--- src/rtl/sev_seg_scan_n.sv ---
// ---------------------------------------------------------------------------
// sev_seg_scan_n
// Multiplexed N-digit hex seven-segment scanner with a double-buffered
// display frame, leading-zero blanking and a PWM brightness control.
//
// Ports
//   clk          system clock, all state on the rising edge
//   reset        asynchronous active-low reset
//   load         one-cycle strobe: capture value/dp/blank_lz into pending
//   value        4*NUM_DIGITS hex nibbles, nibble 0 is the rightmost digit
//   dp           per-digit decimal point request (1 = lit)
//   blank_lz     leading-zero blanking enable (buffered with the frame)
//   brightness   on-time select, sampled live every cycle
//   sev_seg_leds active-low segments {dp,g,f,e,d,c,b,a}, registered
//   led_enable   active-low one-hot digit enable, registered
//   frame_done   one-cycle pulse after the tick that wraps the digit index
// ---------------------------------------------------------------------------
module sev_seg_scan_n #(
  parameter int NUM_DIGITS = 4,
  parameter int PRESCALE_W = 15,
  parameter int DUTY_W     = 3
) (
  input  logic                    clk,
  input  logic                    reset,
  input  logic                    load,
  input  logic [4*NUM_DIGITS-1:0] value,
  input  logic [NUM_DIGITS-1:0]   dp,
  input  logic                    blank_lz,
  input  logic [DUTY_W-1:0]       brightness,
  output logic [7:0]              sev_seg_leds,
  output logic [NUM_DIGITS-1:0]   led_enable,
  output logic                    frame_done
);

  localparam int IDX_W = (NUM_DIGITS > 1) ? $clog2(NUM_DIGITS) : 1;
  localparam logic [IDX_W-1:0] LAST_IDX = IDX_W'(NUM_DIGITS - 1);

  // One complete display frame: everything a load captures.
  typedef struct packed {
    logic [4*NUM_DIGITS-1:0] value;
    logic [NUM_DIGITS-1:0]   dp;
    logic                    blank_lz;
  } frame_t;

  logic [PRESCALE_W-1:0] prescaler;
  logic [IDX_W-1:0]      idx;
  frame_t                pend;
  frame_t                act;
  logic                  pend_valid;

  logic                  tick;
  logic                  wrap;
  logic                  duty_on;
  logic [NUM_DIGITS-1:0] blank_vec;
  logic                  zero_above;
  logic [3:0]            nibble;
  logic [7:0]            seg_nxt;
  logic [NUM_DIGITS-1:0] en_nxt;

  // Active-low glyphs {g,f,e,d,c,b,a} for 0-F.
  function automatic logic [6:0] hex_to_seg(input logic [3:0] n);
    case (n)
      4'h0: hex_to_seg = 7'h40;
      4'h1: hex_to_seg = 7'h79;
      4'h2: hex_to_seg = 7'h24;
      4'h3: hex_to_seg = 7'h30;
      4'h4: hex_to_seg = 7'h19;
      4'h5: hex_to_seg = 7'h12;
      4'h6: hex_to_seg = 7'h02;
      4'h7: hex_to_seg = 7'h78;
      4'h8: hex_to_seg = 7'h00;
      4'h9: hex_to_seg = 7'h10;
      4'hA: hex_to_seg = 7'h08;
      4'hB: hex_to_seg = 7'h03;
      4'hC: hex_to_seg = 7'h46;
      4'hD: hex_to_seg = 7'h21;
      4'hE: hex_to_seg = 7'h06;
      default: hex_to_seg = 7'h0E;
    endcase
  endfunction

  assign tick    = &prescaler;
  assign wrap    = tick && (idx == LAST_IDX);
  assign duty_on = (prescaler[PRESCALE_W-1 -: DUTY_W] <= brightness);

  // Scan timing: free-running prescaler, digit index steps once per slot.
  always_ff @(posedge clk or negedge reset) begin
    // NOTE: sequential state uses non-blocking assignments so every register
    // samples pre-edge values regardless of statement order.
    if (!reset) begin
      prescaler <= '0;
      idx       <= '0;
    end else begin
      prescaler <= prescaler + 1'b1;
      if (tick) idx <= wrap ? '0 : idx + 1'b1;
    end
  end

  // Double buffer: loads land in pending; pending moves to active only at a
  // frame wrap, so a frame is never built from two different loads. A load
  // on the wrap cycle itself wins the pending slot and stays valid.
  always_ff @(posedge clk or negedge reset) begin
    // NOTE: the frame buffers are reset on purpose: after reset the display
    // must show a defined "0" and stale pending data must be discarded.
    if (!reset) begin
      pend       <= '0;
      act        <= '0;
      pend_valid <= 1'b0;
    end else begin
      if (wrap && pend_valid) act <= pend;
      if (load) begin
        pend       <= '{value: value, dp: dp, blank_lz: blank_lz};
        pend_valid <= 1'b1;
      end else if (wrap) begin
        pend_valid <= 1'b0;
      end
    end
  end

  // Leading-zero mask: digit i is blank when it and every digit to its left
  // are zero. Digit 0 is never blanked so a zero value still reads "0".
  always_comb begin
    // NOTE: every always_comb output gets a default first so no path leaves
    // it unassigned, which would infer a latch.
    blank_vec  = '0;
    zero_above = act.blank_lz;
    for (int i = NUM_DIGITS - 1; i >= 1; i--) begin
      zero_above   = zero_above && (act.value[4*i +: 4] == 4'h0);
      blank_vec[i] = zero_above;
    end
  end

  always_comb begin
    nibble  = act.value[4*idx +: 4];
    seg_nxt = 8'hFF;
    en_nxt  = '1;
    if (duty_on) begin
      seg_nxt = {~act.dp[idx], blank_vec[idx] ? 7'h7F : hex_to_seg(nibble)};
      en_nxt  = ~(NUM_DIGITS'(1) << idx);
    end
  end

  always_ff @(posedge clk or negedge reset) begin
    if (!reset) begin
      sev_seg_leds <= 8'hFF;
      led_enable   <= '1;
      frame_done   <= 1'b0;
    end else begin
      sev_seg_leds <= seg_nxt;
      led_enable   <= en_nxt;
      frame_done   <= wrap;
    end
  end

endmodule

--- config.mk ---
export PLATFORM = sky130hd
export DESIGN_NAME = sev_seg_scan_n
export DESIGN_NICKNAME = d
export VERILOG_FILES = /design/src/rtl/sev_seg_scan_n.sv
export SDC_FILE = /design/constraint.sdc
export NUM_CORES = 1
export LEC_CHECK = 0
export ABC_AREA = 1
export CORE_MARGIN = 10
export CORE_UTILIZATION = 55
export CTS_CLUSTER_SIZE = 16
export DETAILED_ROUTE_END_ITERATION = 8
export PLACE_DENSITY = 0.86
export SYNTH_ARGS = -nofsm -noshare
export SYNTH_HDL_FRONTEND = slang
export SYNTH_SLANG_ARGS = --single-unit
export TNS_END_PERCENT = 1
--- constraint.sdc ---
create_clock -name clk -period 4.4 [get_ports clk]
set_input_delay 0.66 -clock clk [delete_from_list [all_inputs] [get_ports clk]]
set_output_delay 0.66 -clock clk [all_outputs]
set_load 0.1 [all_outputs]
==> summary.txt <==
LAYOUT
-----------------------------------------------------------------------------------------------
Most frequent cells in the layout                                                  nand2_1 (82), dfrtp_1 (61), inv_1 (51), clkdlybuf4s50_1 (38)
Fin nets                                                                                    466
Most common cell after layout, fill and taps aside                                      nand2_1
Share of layout cells above drive strength 1                                              18.4%
Utilization after layout                                                                  66.2%
Area grow syn2layout                                                                      17.7%
Ant. Diodes                                                                                   0

DRT
-----------------------------------------------------------------------------------------------
Avg WL per Cell                                                                         12.5 um
Count of vias placed by the detailed router                                                2554
Number of antenna-violating nets in the routed design                                         0
DRC violations left                                                                           0
Final Routed Wirelength                                                                 6360 um
Drt first pass iters                                                                          7
Routed via count divided by cell count                                                     5.04
Initial DRC count                                                                           139

SETUP PATH
-----------------------------------------------------------------------------------------------
Kind of start point of the critical path                                                   flop
Maximum fanout along the worst path                                                           1
Largest delay contributor family on the critical path                              buffers and inverters
Crit-path max cell delay                                                                1.12 ns
Worst Path Arrival                                                                      2.00 ns
Buf/Inv on CP                                                                                 1
Critical Path, Cell by Cell                                                        clkdlybuf4s50_1
Category of the most critical setup path                                           flop to primary output
Category of the worst setup path capture point                                     primary output
Max stage delay cell, worst path                                                   clkdlybuf4s50_1
Required time at the worst-slack endpoint                                               3.74 ns

CTS
-----------------------------------------------------------------------------------------------
Clock input transition at the sequential cells of the worst setup and hold paths        0.08 ns
Total of hold buffers inserted after clock tree synthesis                                     0
TritonCTS clock tree                                                                        yes
Master cell of the clock root buffer                                                   clkbuf_8
H-tree levels                                                                                 3
Latest clock arrival within the worst-skew pair                                         0.36 ns
Number of sinks on the clock net                                                             73
CTS buffer count                                                                              9
Clock Tree Buf Depth                                                                          2
Post-CTS setup buffer count                                                                   0
CTS-repair resized insts                                                                      0

GLOBAL ROUTE
-----------------------------------------------------------------------------------------------
Met3 usage in global routing                                                              3.57%
Number of antenna violations at the first check in global routing                             0
Total routing resource utilization after global routing                                   13.0%
Global-route wire length before repair                                                 10700 um
Vias in the first global route                                                             2466
Remaining Overflow, GRT                                                                       0
Layer with the highest usage                                                               met2
Met1 Resource Use GR                                                                      15.6%
Maximum number of pins on one net before global-route repair                                 48
Global routing met2 resource utilization                                                  20.4%

TIMING
-----------------------------------------------------------------------------------------------
Max_slew headroom                                                                         24.1%
Final setup violation count                                                                   0
Setup repair after global routing missed its margin                                       false
Worst setup skew after layout                                                         0.0136 ns
Maximum clock rate                                                                      375 MHz
Final max-slew violation count                                                                0
Min Clock Period, post-route                                                            2.66 ns
Number of hold violations in the final report                                                 0
Slew at the pin closest to its max-slew limit                                           1.13 ns
Hold_ws                                                                                0.446 ns
Setup TNS                                                                                  0 ns
Post-route fraction of the period consumed by the critical path                           60.6%

YOSYS
-----------------------------------------------------------------------------------------------
Cell Area, Synth                                                                   0.00355 sq mm
Share of the synthesized area in the top cell type                                        43.0%
Share of the yosys chip area belonging to registers                                       51.8%
Post-synthesis net count                                                                    427
Number of distinct library cells after synthesis                                             32
Count of state elements after synthesis                                                      73
Syn. warnings                                                                                 0
Post-synthesis cell type with the largest combined area                                 dfrtp_1
Cell types with the largest area share after synthesis                             dfrtp_1 (43%), dfstp_2 (8.9%), nand2_1 (8.7%)
Avg Synthesized Cell Area                                                            9.20 sq um
Post-synthesis instance total                                                               386

PLACED DESIGN
-----------------------------------------------------------------------------------------------
GP Congestion                                                                             0.846
Number of buffer cells added on primary ports                                                39
Detail Placement HPWL                                                                   4520 um

FLOORPLAN
-----------------------------------------------------------------------------------------------
Die span in y                                                                            100 um
Starting utilization of the core area                                                     56.3%
Area of the die                                                                    0.0101 sq mm
Core box area                                                                      0.00631 sq mm
Chip width                                                                               100 um
Count of boundary I/O pins                                                                   40
Floorplan row count                                                                          29

MIN PATH
-----------------------------------------------------------------------------------------------
Class of the tightest hold or removal check                                        flop to flop

POWER AND IR DROP
-----------------------------------------------------------------------------------------------
Total power per unit cell area                                                      328 mW/mm^2
Leakage dissipation                                                                     2.05 nW
Max rail drop VDD                                                                      0.237 mV
Sequential share of power                                                                 50.9%
Power share of the combinational group                                                     7.0%
Power share of the clock group                                                            42.1%
Switching part of the total                                                               23.6%
Int Power                                                                               1.05 mW
Tot Pwr                                                                                 1.37 mW
Net load switching power                                                               0.323 mW

RUN STATUS
-----------------------------------------------------------------------------------------------
Status                                                                                completed

RUN
-----------------------------------------------------------------------------------------------
Max cap viols                                                                                 0

-- layout make-up --
type / count / area, sq um
Multi-Input combinational cell: 249 / 1440
Sequential cell: 73 / 1840
Timing Repair Buffer: 40 / 393
Clock buffer: 10 / 128
Clock inverter: 6 / 92.6
Tap cell: 77 / 96.3
Inverter: 52 / 195
Fill cell: 488 / 2130
-- power by group through the flow --
stage | Sequential (mW) | Clock (mW) | Combinational (mW)
final | 0.697 | 0.577 | 0.0960
after global routing | 0.699 | 0.611 | 0.106
after CTS | 0.697 | 0.584 | 0.0984
after detailed placement | 0.710 | 0 | 0.0978
after global placement | 0.709 | 0 | 0.0951
after floorplan | 0.728 | 0 | 0.0297
-- registers in the layout, indices dropped and copies added (netlist names) --
| signal | flops |
|---|---|
| act | 21 |
| idx | 2 |
| led_enable | 4 |
| frame_done | 1 |
| sev_seg_leds | 8 |
| pend | 21 |
| pend_valid | 1 |
| prescaler | 15 |
-- routing by layer --
metal,part of all wire [%],wire (um)
met5,0,0
met1,47,2970
met3,4.7,302
met2,46,2950
met4,2.3,145
-- per-stage QoR --
step | instance area (sq um) | cells | worst slack [ns]
final | 4180 | 507 | 1.74
after floorplan | 3550 | 386 | 2.68
after CTS | 4180 | 507 | 1.71
after global routing | 4180 | 507 | 1.69
after detailed placement | 3960 | 491 | 1.97
after global placement | 3960 | 491 | 2.10
-- kinds of logic after synthesis --
group,Yosys count,share of synthesized area [%]
AO/OA/AOI/OAI,57,10.4
flip-flops,73,51.8
XOR/XNOR,11,2.71
AND/OR/NAND/NOR,167,22.3
adder cells (fa/ha/maj),14,4.93
buffers and inverters,64,7.75
-- cell usage after synthesis, drive strengths merged --
master,n
dfrtp,61
inv,52
nor3,2
xor2,10
nand2,103
clkbuf,4
o22ai,1
nor4,1
nor2,23
ha,14
a21oi,1
xnor2,1
buf,8
or2,1
o21ai,53
nand4,3
o21bai,2
nand3,33
dfstp,12
nand3b,1
-- path summary, 6_finish.rpt --
kind	from	end	slack, ns	depth (start not counted)
max	sev_seg_leds[7]	sev_seg_leds[7]	1.74	1
min	prescaler[0]	prescaler[0]	0.45	1
max reg2reg	idx[0]	sev_seg_leds[5]	2.21	10
min reg2reg	prescaler[0]	prescaler[0]	0.45	1
max in group asynchronous	reset	sev_seg_leds[4]	2.99	2
min in group asynchronous	reset	frame_done	0.46	1
Note: power is estimated with default switching activity, not from simulation.
